## src/rtl/ahbl_gpio_pkg.sv

```systemverilog
// Shared definitions for the AHB-Lite GPIO port: register offsets, bus encodings,
// data-phase FSM states and byte-lane helpers.
package ahbl_gpio_pkg;

  localparam logic [7:0] OFS_DATA_IN  = 8'h00;
  localparam logic [7:0] OFS_DATA_OUT = 8'h04;
  localparam logic [7:0] OFS_DIR      = 8'h08;
  localparam logic [7:0] OFS_SET      = 8'h0C;
  localparam logic [7:0] OFS_CLR      = 8'h10;
  localparam logic [7:0] OFS_IM       = 8'h14;
  localparam logic [7:0] OFS_RIS      = 8'h18;
  localparam logic [7:0] OFS_MIS      = 8'h1C;

  localparam logic [1:0] HTRANS_IDLE   = 2'b00;
  localparam logic [1:0] HTRANS_NONSEQ = 2'b10;

  localparam logic [2:0] HSIZE_BYTE = 3'd0;
  localparam logic [2:0] HSIZE_HALF = 3'd1;
  localparam logic [2:0] HSIZE_WORD = 3'd2;

  typedef enum logic [1:0] {
    ST_IDLE,
    ST_WAIT,
    ST_DONE
  } gpio_state_e;

  function automatic logic [3:0] lane_mask(input logic [2:0] size, input logic [1:0] addr);
    case (size)
      HSIZE_BYTE: lane_mask = 4'b0001 << addr;
      HSIZE_HALF: lane_mask = addr[1] ? 4'b1100 : 4'b0011;
      default:    lane_mask = 4'b1111;
    endcase
  endfunction

  function automatic logic [31:0] lane_bits(input logic [3:0] mask);
    for (int unsigned i = 0; i < 4; i++) begin
      lane_bits[8*i +: 8] = {8{mask[i]}};
    end
  endfunction

endpackage

```

## src/rtl/ahbl_gpio_port_if.sv

```systemverilog
// AHB-Lite slave-side signal bundle between the GPIO bus splitter and one GPIO port.
interface ahbl_gpio_port_if;
  logic        HSEL;
  logic [31:0] HADDR;
  logic [1:0]  HTRANS;
  logic        HWRITE;
  logic [2:0]  HSIZE;
  logic [31:0] HWDATA;
  logic        HREADY;
  logic        HREADYOUT;
  logic [31:0] HRDATA;

  modport master (
    output HSEL, HADDR, HTRANS, HWRITE, HSIZE, HWDATA, HREADY,
    input  HREADYOUT, HRDATA
  );

  modport slave (
    input  HSEL, HADDR, HTRANS, HWRITE, HSIZE, HWDATA, HREADY,
    output HREADYOUT, HRDATA
  );
endinterface

```

## src/rtl/ahbl_gpio_sync.sv

```systemverilog
// WIDTH-bit two-flop synchronizer for pad inputs; optionally keeps the previous
// synchronized sample so callers can detect edges.
module ahbl_gpio_sync #(
  parameter int unsigned WIDTH    = 16,
  parameter bit          EDGE_DET = 1'b0
) (
  input  logic             HCLK,
  input  logic             HRESETn,
  input  logic [WIDTH-1:0] async_in,
  output logic [WIDTH-1:0] sync_out,
  output logic [WIDTH-1:0] prev_out
);

  logic [WIDTH-1:0] meta;

  always_ff @(posedge HCLK or negedge HRESETn) begin
    if (!HRESETn) begin
      meta     <= '0;
      sync_out <= '0;
    end else begin
      meta     <= async_in;
      sync_out <= meta;
    end
  end

  if (EDGE_DET) begin : g_prev
    always_ff @(posedge HCLK or negedge HRESETn) begin
      if (!HRESETn) prev_out <= '0;
      else          prev_out <= sync_out;
    end
  end else begin : g_no_prev
    assign prev_out = '0;
  end

endmodule

```

## src/rtl/ahbl_gpio_port.sv

```systemverilog
// AHB-Lite GPIO port responder with DATA_IN/DATA_OUT/DIR/SET/CLR and fixed wait states.
// Define AHBL_GPIO_PORT_IRQ_EN to add IM/RIS/MIS rising-edge interrupt registers and irq.
module ahbl_gpio_port
  import ahbl_gpio_pkg::*;
#(
  parameter int unsigned      WIDTH       = 16,
  parameter int unsigned      WAIT_STATES = 0,
  parameter logic [WIDTH-1:0] OUT_RESET   = '0
) (
  input  logic             HCLK,
  input  logic             HRESETn,
  ahbl_gpio_port_if.slave  ahb,
  input  logic [WIDTH-1:0] gpio_in,
  output logic [WIDTH-1:0] gpio_out,
  output logic [WIDTH-1:0] gpio_oe,
  output logic             irq
);

`ifdef AHBL_GPIO_PORT_IRQ_EN
  localparam bit EDGE_DET = 1'b1;
`else
  localparam bit EDGE_DET = 1'b0;
`endif

  gpio_state_e      state, state_n;
  logic [2:0]       wcnt, wcnt_n;
  logic [7:0]       ofs_q;
  logic             wr_q;
  logic [3:0]       mask_q;
  logic             accept;
  logic             commit;
  logic [31:0]      lanes;
  logic [31:0]      wsel;
  logic [31:0]      rdata;
  logic [WIDTH-1:0] data_out, dir;
  logic [WIDTH-1:0] sync_in, sync_prev;
  logic             unused_bus;

  ahbl_gpio_sync #(.WIDTH(WIDTH), .EDGE_DET(EDGE_DET)) u_sync (
    .HCLK    (HCLK),
    .HRESETn (HRESETn),
    .async_in(gpio_in),
    .sync_out(sync_in),
    .prev_out(sync_prev)
  );

  assign accept = ahb.HSEL & ahb.HTRANS[1] & ahb.HREADY & (state != ST_WAIT);

  // Offset is kept word-aligned; the low address bits only select byte lanes.
  always_ff @(posedge HCLK or negedge HRESETn) begin
    if (!HRESETn) begin
      state  <= ST_IDLE;
      wcnt   <= '0;
      ofs_q  <= '0;
      wr_q   <= 1'b0;
      mask_q <= '0;
    end else begin
      state <= state_n;
      wcnt  <= wcnt_n;
      if (accept) begin
        ofs_q  <= {ahb.HADDR[7:2], 2'b00};
        wr_q   <= ahb.HWRITE;
        mask_q <= lane_mask(ahb.HSIZE, ahb.HADDR[1:0]);
      end
    end
  end

  always_comb begin
    state_n = state;
    wcnt_n  = wcnt;
    case (state)
      ST_WAIT: begin
        if (wcnt == '0) state_n = ST_DONE;
        else            wcnt_n  = wcnt - 3'd1;
      end
      default: begin
        if (accept) begin
          if (WAIT_STATES == 0) begin
            state_n = ST_DONE;
          end else begin
            state_n = ST_WAIT;
            wcnt_n  = 3'(WAIT_STATES - 1);
          end
        end else begin
          state_n = ST_IDLE;
        end
      end
    endcase
  end

  assign ahb.HREADYOUT = (state != ST_WAIT);

  assign commit = (state == ST_DONE) && wr_q;
  assign lanes  = lane_bits(mask_q);
  assign wsel   = ahb.HWDATA & lanes;

  always_ff @(posedge HCLK or negedge HRESETn) begin
    if (!HRESETn) begin
      data_out <= OUT_RESET;
      dir      <= '0;
    end else if (commit) begin
      case (ofs_q)
        OFS_DATA_OUT: data_out <= WIDTH'((32'(data_out) & ~lanes) | wsel);
        OFS_DIR:      dir      <= WIDTH'((32'(dir) & ~lanes) | wsel);
        OFS_SET:      data_out <= data_out | WIDTH'(wsel);
        OFS_CLR:      data_out <= data_out & ~WIDTH'(wsel);
        default:      ;
      endcase
    end
  end

  assign gpio_out = data_out;
  assign gpio_oe  = dir;

`ifdef AHBL_GPIO_PORT_IRQ_EN
  logic [WIDTH-1:0] im, ris, rise;

  assign rise = sync_in & ~sync_prev;

  // A freshly detected edge is OR-ed in after the W1C so it is never lost.
  always_ff @(posedge HCLK or negedge HRESETn) begin
    if (!HRESETn) begin
      im  <= '0;
      ris <= '0;
      irq <= 1'b0;
    end else begin
      if (commit && ofs_q == OFS_IM) im <= WIDTH'((32'(im) & ~lanes) | wsel);
      if (commit && ofs_q == OFS_RIS) ris <= (ris & ~WIDTH'(wsel)) | rise;
      else                            ris <= ris | rise;
      irq <= |(ris & im);
    end
  end

  assign unused_bus = ^{ahb.HADDR[31:8], ahb.HTRANS[0]};
`else
  assign irq        = 1'b0;
  assign unused_bus = ^{ahb.HADDR[31:8], ahb.HTRANS[0], sync_prev};
`endif

  always_comb begin
    rdata = '0;
    if (state == ST_DONE && !wr_q) begin
      case (ofs_q)
        OFS_DATA_IN:  rdata = 32'(sync_in);
        OFS_DATA_OUT: rdata = 32'(data_out);
        OFS_DIR:      rdata = 32'(dir);
`ifdef AHBL_GPIO_PORT_IRQ_EN
        OFS_IM:       rdata = 32'(im);
        OFS_RIS:      rdata = 32'(ris);
        OFS_MIS:      rdata = 32'(ris & im);
`endif
        default:      rdata = '0;
      endcase
    end
  end

  assign ahb.HRDATA = rdata;

endmodule

```

## src/flat_wrapper.sv

```systemverilog
// flat-port wrapper written by rule: the top's interface ports become plain ports
module ahbl_gpio_port_flat import ahbl_gpio_pkg::*;
#(
  parameter int unsigned      WIDTH       = 16,
  parameter int unsigned      WAIT_STATES = 0,
  parameter logic [WIDTH-1:0] OUT_RESET   = '0
)
  (HCLK, HRESETn, gpio_in, gpio_out, gpio_oe, irq, ahb_HSEL, ahb_HADDR, ahb_HTRANS, ahb_HWRITE, ahb_HSIZE, ahb_HWDATA, ahb_HREADY, ahb_HREADYOUT, ahb_HRDATA);
  ahbl_gpio_port_if ahb_i ();
  input  logic HCLK;
  input  logic HRESETn;
  input  logic [WIDTH-1:0] gpio_in;
  output logic [WIDTH-1:0] gpio_out;
  output logic [WIDTH-1:0] gpio_oe;
  output logic irq;
  input wire logic [$bits(ahb_i.HSEL)-1:0] ahb_HSEL;
  input wire logic [$bits(ahb_i.HADDR)-1:0] ahb_HADDR;
  input wire logic [$bits(ahb_i.HTRANS)-1:0] ahb_HTRANS;
  input wire logic [$bits(ahb_i.HWRITE)-1:0] ahb_HWRITE;
  input wire logic [$bits(ahb_i.HSIZE)-1:0] ahb_HSIZE;
  input wire logic [$bits(ahb_i.HWDATA)-1:0] ahb_HWDATA;
  input wire logic [$bits(ahb_i.HREADY)-1:0] ahb_HREADY;
  output wire logic [$bits(ahb_i.HREADYOUT)-1:0] ahb_HREADYOUT;
  output wire logic [$bits(ahb_i.HRDATA)-1:0] ahb_HRDATA;
  assign ahb_i.HSEL = ahb_HSEL;
  assign ahb_i.HADDR = ahb_HADDR;
  assign ahb_i.HTRANS = ahb_HTRANS;
  assign ahb_i.HWRITE = ahb_HWRITE;
  assign ahb_i.HSIZE = ahb_HSIZE;
  assign ahb_i.HWDATA = ahb_HWDATA;
  assign ahb_i.HREADY = ahb_HREADY;
  assign ahb_HREADYOUT = ahb_i.HREADYOUT;
  assign ahb_HRDATA = ahb_i.HRDATA;
  ahbl_gpio_port #(.WIDTH(WIDTH), .WAIT_STATES(WAIT_STATES), .OUT_RESET(OUT_RESET)) u_core (.HCLK(HCLK), .HRESETn(HRESETn), .ahb(ahb_i), .gpio_in(gpio_in), .gpio_out(gpio_out), .gpio_oe(gpio_oe), .irq(irq));
endmodule
```

## config.mk

```make
export PLATFORM = sky130hd
export DESIGN_NAME = ahbl_gpio_port_flat
export DESIGN_NICKNAME = d
export VERILOG_FILES = /design/src/rtl/ahbl_gpio_pkg.sv /design/src/rtl/ahbl_gpio_port_if.sv /design/src/rtl/ahbl_gpio_sync.sv /design/src/rtl/ahbl_gpio_port.sv /design/src/flat_wrapper.sv
export SDC_FILE = /design/constraint.sdc
export NUM_CORES = 1
export LEC_CHECK = 0
export BUFFER_PORTS_ARGS = -buffer_cell sky130_fd_sc_hd__buf_4
export CAP_MARGIN = 20
export CORE_MARGIN = 3
export CORE_UTILIZATION = 30
export CTS_CLUSTER_SIZE = 8
export DETAILED_ROUTE_END_ITERATION = 16
export GPL_TIMING_DRIVEN = 0
export HOLD_SLACK_MARGIN = 0.05
export MAX_ROUTING_LAYER = met4
export PLACE_DENSITY = 0.55
export SKIP_LAST_GASP = 1
export SLEW_MARGIN = 15
export SYNTH_ARGS = -nofsm -noshare
export SYNTH_HDL_FRONTEND = slang
export SYNTH_SLANG_ARGS = --single-unit
```

## constraint.sdc

```tcl
create_clock -name HCLK -period 2.5 [get_ports HCLK]
set_input_delay 0.625 -clock HCLK [delete_from_list [all_inputs] [get_ports HCLK]]
set_output_delay 0.625 -clock HCLK [all_outputs]
set_load 0.03 [all_outputs]
```

==> impl_metrics.csv, run 1 <==
group,metric,value,unit
floorplan,die_area,0.01253,mm^2
critical_path,worstSetupStartpoint,"u_core.ofs_q[6]",
route,drc_errors,0,
critical_path,cp_max_fo,5,
finish,final_util,44.13,%
worst_hold_path,hold_class,"flip-flop to flip-flop",
grt,grt_max_degree,75,
logic_synthesis,netlist.top_cell.by_area,"dfrtp_1",
placed_design,io_buffers,96,
floorplan,die_w,111.9,um
logic_synthesis,synth_edf_count,0,
logic_synthesis,synthTopCellsByArea,"dfrtp_1, mux2_2, mux2i_1",
finish,n_antenna_cell,0,
power,power_frac_seq,40.1,%
placed_design,place_congestion,0.7841,
logic_synthesis,async_flop_share,100.0,%
clock_tree,clkLatencyLatePin,0.35,ns
sta,grt_setup_unrepaired,"yes",
finish,nets,524,
floorplan,start_util,30.92,%
run,cap_violations,0,
sta,post-route-period-util,97.86,%
power,total_power,0.003594,W
grt,overflow,0,
critical_path,r2r_cells,5,
critical_path,critPathKind,"flip-flop to primary output",
sta,drv_slew,0,
finish,stdcell_area,0.004805,mm^2
clock_tree,cts_tree,"yes",
sta,hold_slack,0.3468,ns
finish,syn_to_final_growth,42.70,%
power,power_frac_comb,25.6,%
route,ant_nets,0,
power,power.share.clock,34.4,%
sta,max_freq,0.4088,GHz
floorplan,die_h,111.9,um
floorplan,io_pins,156,
critical_path,crit_required,1.88,ns
power,p_leak,2.298,nW
power,p_per_area,748.1,mW/mm^2
clock_tree,clockBufferDepth,2,
sta,hold_violations,0,
grt,grt_pass1_wl,14140,um
route,routed_wl,9077,um
logic_synthesis,yosys_register_bits,74,
route,drt_iter0_markers,57,
critical_path,crit_arrival,1.82,ns
route,dr.pass1.iters,4,
finish,final_common_cell,"buf_4",
status,status,"completed",
logic_synthesis,syn_area,0.003367,mm^2
power,netSwitchingPower,0.001106,W
logic_synthesis,synth_cell_type_count,32,
route,via_count,2660,
power,intPower,0.002489,W
critical_path,end_kind,"primary output",
logic_synthesis,synthCells,302,
clock_tree,cts_hold_buf,0,
floorplan,core,0.01089,mm^2
clock_tree,clk_pin_slew,0.08,ns
clock_tree,cts.root.buffer_cell,"clkbuf_8",
power,p_sw_share,30.77,%
critical_path,crit_end,"ahb_HRDATA[9]",
placed_design,dpl.hpwl,6302,um
critical_path,rr_startpoint,"u_core.ofs_q[6]",
placed_design,place_area,0.004323,mm^2
sta,worst_slew_pin_slew,0.9463,ns
critical_path,crit_path_start_kind,"flip-flop",
grt,grt_pass1_vias,2655,
sta,finClkSkew,0.005282,ns
sta,setup_viol,0,
grt,grt_util_all_layers,15.01,%
clock_tree,cts.sinks,74,
sta,relSlewSlack,36.92,%
power,max-vdd-ir-drop,0.3595,mV
logic_synthesis,synth-main-ff-cell,"dfrtp_1",
logic_synthesis,syn_avg_cell_area,11.15,um^2
sta,min_period,2.446,ns
clock_tree,htreeDepth,3,
finish,final_cell_mix,"buf_4, dfrtp_1, nand2_1, inv_1, conb_1",
clock_tree,cts_buffers,9,
logic_synthesis,ys_warn_count,0,
placed_design,pre_cts_ws,-0.1596,ns
route,wl_per_cell,15.68,um
critical_path,worstReg2RegEnd,"u_core.gpio_out[7]",
grt,antenna_found_initial,0,
sta,setup_slack,0.05352,ns
logic_synthesis,yosys.area.top_type_share,55.00,%
critical_path,r2r_slack,0.47,ns
route,vias_per_cell,4.594,
logic_synthesis,yosysSeqAreaShare,55.00,%
finish,drive_above_1_share,46.01,%
floorplan,num_rows,38,
==> synth_stat cells, drive strengths merged, types with 2 or more instances <==
| cell | number |
|---|---|
| dfrtp | 74 |
| nand2 | 40 |
| inv | 33 |
| buf | 23 |
| a21oi | 17 |
| mux2 | 16 |
| mux2i | 16 |
| o2111ai | 16 |
| o221ai | 16 |
| or2 | 16 |
| clkbuf | 6 |
| nand3 | 5 |
| a211oi | 2 |
| and3 | 2 |
| conb | 2 |
| nor2 | 2 |
| nor4b | 2 |
| o22a | 2 |
| or3 | 2 |
==> power by group through the flow <==
stage | logic (W) | clock network [W] | registers, W
CTS | 0.000886 | 0.00126 | 0.00144
global placement | 0.000834 | 0 | 0.00146
floorplan | 0.000400 | 0 | 0.00158
finish | 0.000919 | 0.00123 | 0.00144
detailed placement | 0.000844 | 0 | 0.00147
global route | 0.000991 | 0.00132 | 0.00146
==> routing by layer <==
layer | routed length (um) | global-route usage [%] | up-vias
li1 | - | - | 1279
met1 | 3969 | 19.11 | 1284
met2 | 4513 | 23.90 | 87
met3 | 470 | 2.935 | 10
met4 | 123 | 5.449 | 0
met5 | 0 | - | -
==> logic make-up after synthesis <==
family                 share of synthesized area, %
buffers and inverters                         9.476
muxes                                         10.11
and+or+nand+nor                               12.63
other                                        0.2230
AOI/OAI and AO/OA                             12.56
DFF                                           55.00
==> layout make-up <==
type                    count  area [um^2]
inverters                  34        127.6
multi-input cells         181         1309
repair buffers            105        832.0
clock inverters             7        141.4
clock buffers               9        123.9
flip-flops and latches     74         1857
plain buffers              29        239.0
fillers                  1068         6083
well taps                 140        175.2
==> critical path: stages, from the launching register on <==
cell and delay [ns]:
dfrtp_2 0.43, nor4_4 0.30, nand4b_1 0.12, buf_4 0.17
buf_2 0.15, a21oi_1 0.13, buf_4 0.18
==> per-stage QoR <==
stage                     TNS [ns]  std cells
final                            0        579
after detailed placement    -1.032        554
after global routing       -0.2353        579
after CTS                 -0.01986        577
after global placement     -0.9964        554
after floorplan                  0        318
==> repair_timing <==
item / 4_1_cts / 5_1_grt
gates resized for setup: 17 / 27
setup buffers: 6 / 2
setup endpoints to repair: 16 / 16
pin swaps: 2 / 4
gates cloned: 1 / 0
==> worst min path at each step <==
stage | from | to | cells after the start
after floorplan | HRESETn | asynchronous set/reset pin | 0
after global placement | u_core.u_sync.meta[12] | u_core.u_sync.sync_out[12] | 0
after detailed placement | u_core.u_sync.meta[8] | u_core.u_sync.sync_out[8] | 0
after CTS | u_core.u_sync.meta[8] | u_core.u_sync.sync_out[8] | 0
after global routing | gpio_in[11] | u_core.u_sync.meta[11] | 1
final | u_core.u_sync.meta[8] | u_core.u_sync.sync_out[8] | 0
Note: power is estimated with default switching activity, not from simulation.
==> run 2, diff against run 1 <==
- clock period: 2.5 -> 2.8 ns (I/O delays scaled with it)
==> impl_metrics.csv, run 2 (synthesized netlist as in run 1, its figures left out) <==
group,metric,value,unit
clock_tree,cts.sinks,74,
grt,overflow,0,
route,drt_iter0_markers,64,
route,vias_per_cell,4.583,
route,wl_met1,4008,um
floorplan,start_util,30.92,%
clock_tree,clockBufferDepth,2,
grt,grt_pass1_wl,13940,um
grt,antenna_found_initial,0,
sta,post-route-period-util,95.88,%
finish,n_antenna_cell,0,
clock_tree,cts_buffers,9,
finish,final_common_cell,"buf_4",
placed_design,place_congestion,0.7841,
clock_tree,cts_tree,"yes",
sta,worst_slew_pin_slew,0.9540,ns
route,ant_nets,0,
floorplan,core,0.01089,mm^2
sta,hold_violations,0,
critical_path,end_kind,"primary output",
finish,final_util,42.36,%
sta,setup_viol,0,
sta,max_freq,0.3725,GHz
floorplan,die_w,111.9,um
placed_design,io_buffers,96,
route,drc_errors,0,
critical_path,crit_required,2.10,ns
finish,syn_to_final_growth,36.98,%
finish,fillCellCount,1081,
clock_tree,htreeDepth,3,
grt,grt_util_all_layers,14.82,%
route,via_count,2617,
critical_path,critPathKind,"flip-flop to primary output",
route,top_layer,"met4",
route,dr.pass1.iters,4,
finish,final_cell_mix,"buf_4, dfrtp_1, nand2_1, inv_1, conb_1",
sta,finClkSkew,0.006884,ns
route,wl_met3,433,um
status,status,"completed",
clock_tree,clk_pin_slew,0.08,ns
sta,setup-tns-final,0,ns
sta,drv_slew,0,
floorplan,io_pins,156,
clock_tree,cts.root.buffer_cell,"clkbuf_8",
route,wl_per_cell,15.67,um
power,p_per_area,681.6,mW/mm^2
floorplan,die_area,0.01253,mm^2
power,max-vdd-ir-drop,0.3276,mV
route,wl_met2,4412,um
sta,min_period,2.685,ns
critical_path,crit_path_start_kind,"flip-flop",
run,cap_violations,0,
floorplan,num_rows,38,
critical_path,cp_max_fo,10,
finish,nets,516,
placed_design,dpl.hpwl,6302,um
worst_hold_path,hold_class,"flip-flop to flip-flop",
finish,drive_above_1_share,41.53,%
floorplan,die_h,111.9,um
clock_tree,clkLatencyLatePin,0.35,ns
critical_path,crit_arrival,1.98,ns
sta,relSlewSlack,36.40,%
route,routed_wl,8948,um
power,p_leak,2.247,nW
grt,grt_pass1_vias,2623,
sta,grt_setup_unrepaired,"no",
grt,grt_max_degree,75,
-- run 2: area by class of cell --
class | count | area, um^2 | area share (%)
repair buffers | 98 | 735.7 | 15.95
multi-input cells | 181 | 1256 | 27.24
flip-flops and latches | 74 | 1853 | 40.18
clock buffers | 9 | 123.9 | 2.686
well taps | 140 | 175.2 | 3.798
clock inverters | 7 | 141.4 | 3.066
plain buffers | 28 | 198.9 | 4.314
inverters | 34 | 127.6 | 2.767
-- run 2: worst paths after layout --
path                                            start                         end  slack, ns  depth (start not counted)
worst max-delay path                  u_core.ofs_q[4]               ahb_HRDATA[5]       0.12                          5
worst min-delay path            u_core.u_sync.meta[8]   u_core.u_sync.sync_out[8]       0.35                          0
worst max register to register        u_core.ofs_q[3]          u_core.gpio_out[8]       0.78                          5
worst min register to register  u_core.u_sync.meta[8]   u_core.u_sync.sync_out[8]       0.35                          0
max in group asynchronous                     HRESETn             u_core.ofs_q[4]       1.64                          1
min in group asynchronous                     HRESETn  asynchronous set/reset pin       0.49                          1
-- run 2: through the flow --
step / instance area (um^2) / std cells / hold WS, ns / total power [W] / setup slack [ns]
floorplan: 3427 / 318 / 0.3312 / 0.001766 / 0.3606
global placement: 4323 / 554 / 0.3314 / 0.002050 / 0.02264
detailed placement: 4323 / 554 / 0.3347 / 0.002065 / 0.06542
CTS: 4598 / 571 / 0.3451 / 0.003175 / 0.02289
global route: 4612 / 571 / 0.3521 / 0.003299 / 0.01090
finish: 4612 / 571 / 0.3461 / 0.003143 / 0.1154
-- run 2: report_power, final --
group | switching [W] | internal (W) | leakage [nW] | total (W)
Sequential | 0.000114 | 0.00118 | 0.826 | 0.00129
Combinational | 0.000430 | 0.000321 | 1.29 | 0.000751
Clock | 0.000420 | 0.000682 | 0.129 | 0.00110
Total | 0.000964 | 0.00218 | 2.25 | 0.00314
-- run 2: what timing repair did --
action | CTS | global route
endpoints found under the setup margin | 13 | 6
endpoints found under the hold margin | 0 | 0
pin swaps | 1 | 1
resized for setup | 2 | 7
cloned | 0 | 0
setup buffers | 1 | 1
hold buffers | 0 | 0
-- run 2: routing by layer --
metal  track usage, %  up-vias
li1                 -     1265
met1            18.66     1270
met2            23.78       74
met3            2.935        8
met4            5.449        0
met5                -        -
-- run 2: worst max-delay path, cell delays in order (launching register included) --
cell	delay (ns)
dfrtp_2	0.47
nor4_4	0.34
nand4b_1	0.20
buf_4	0.24
a21oi_1	0.19
buf_4	0.20
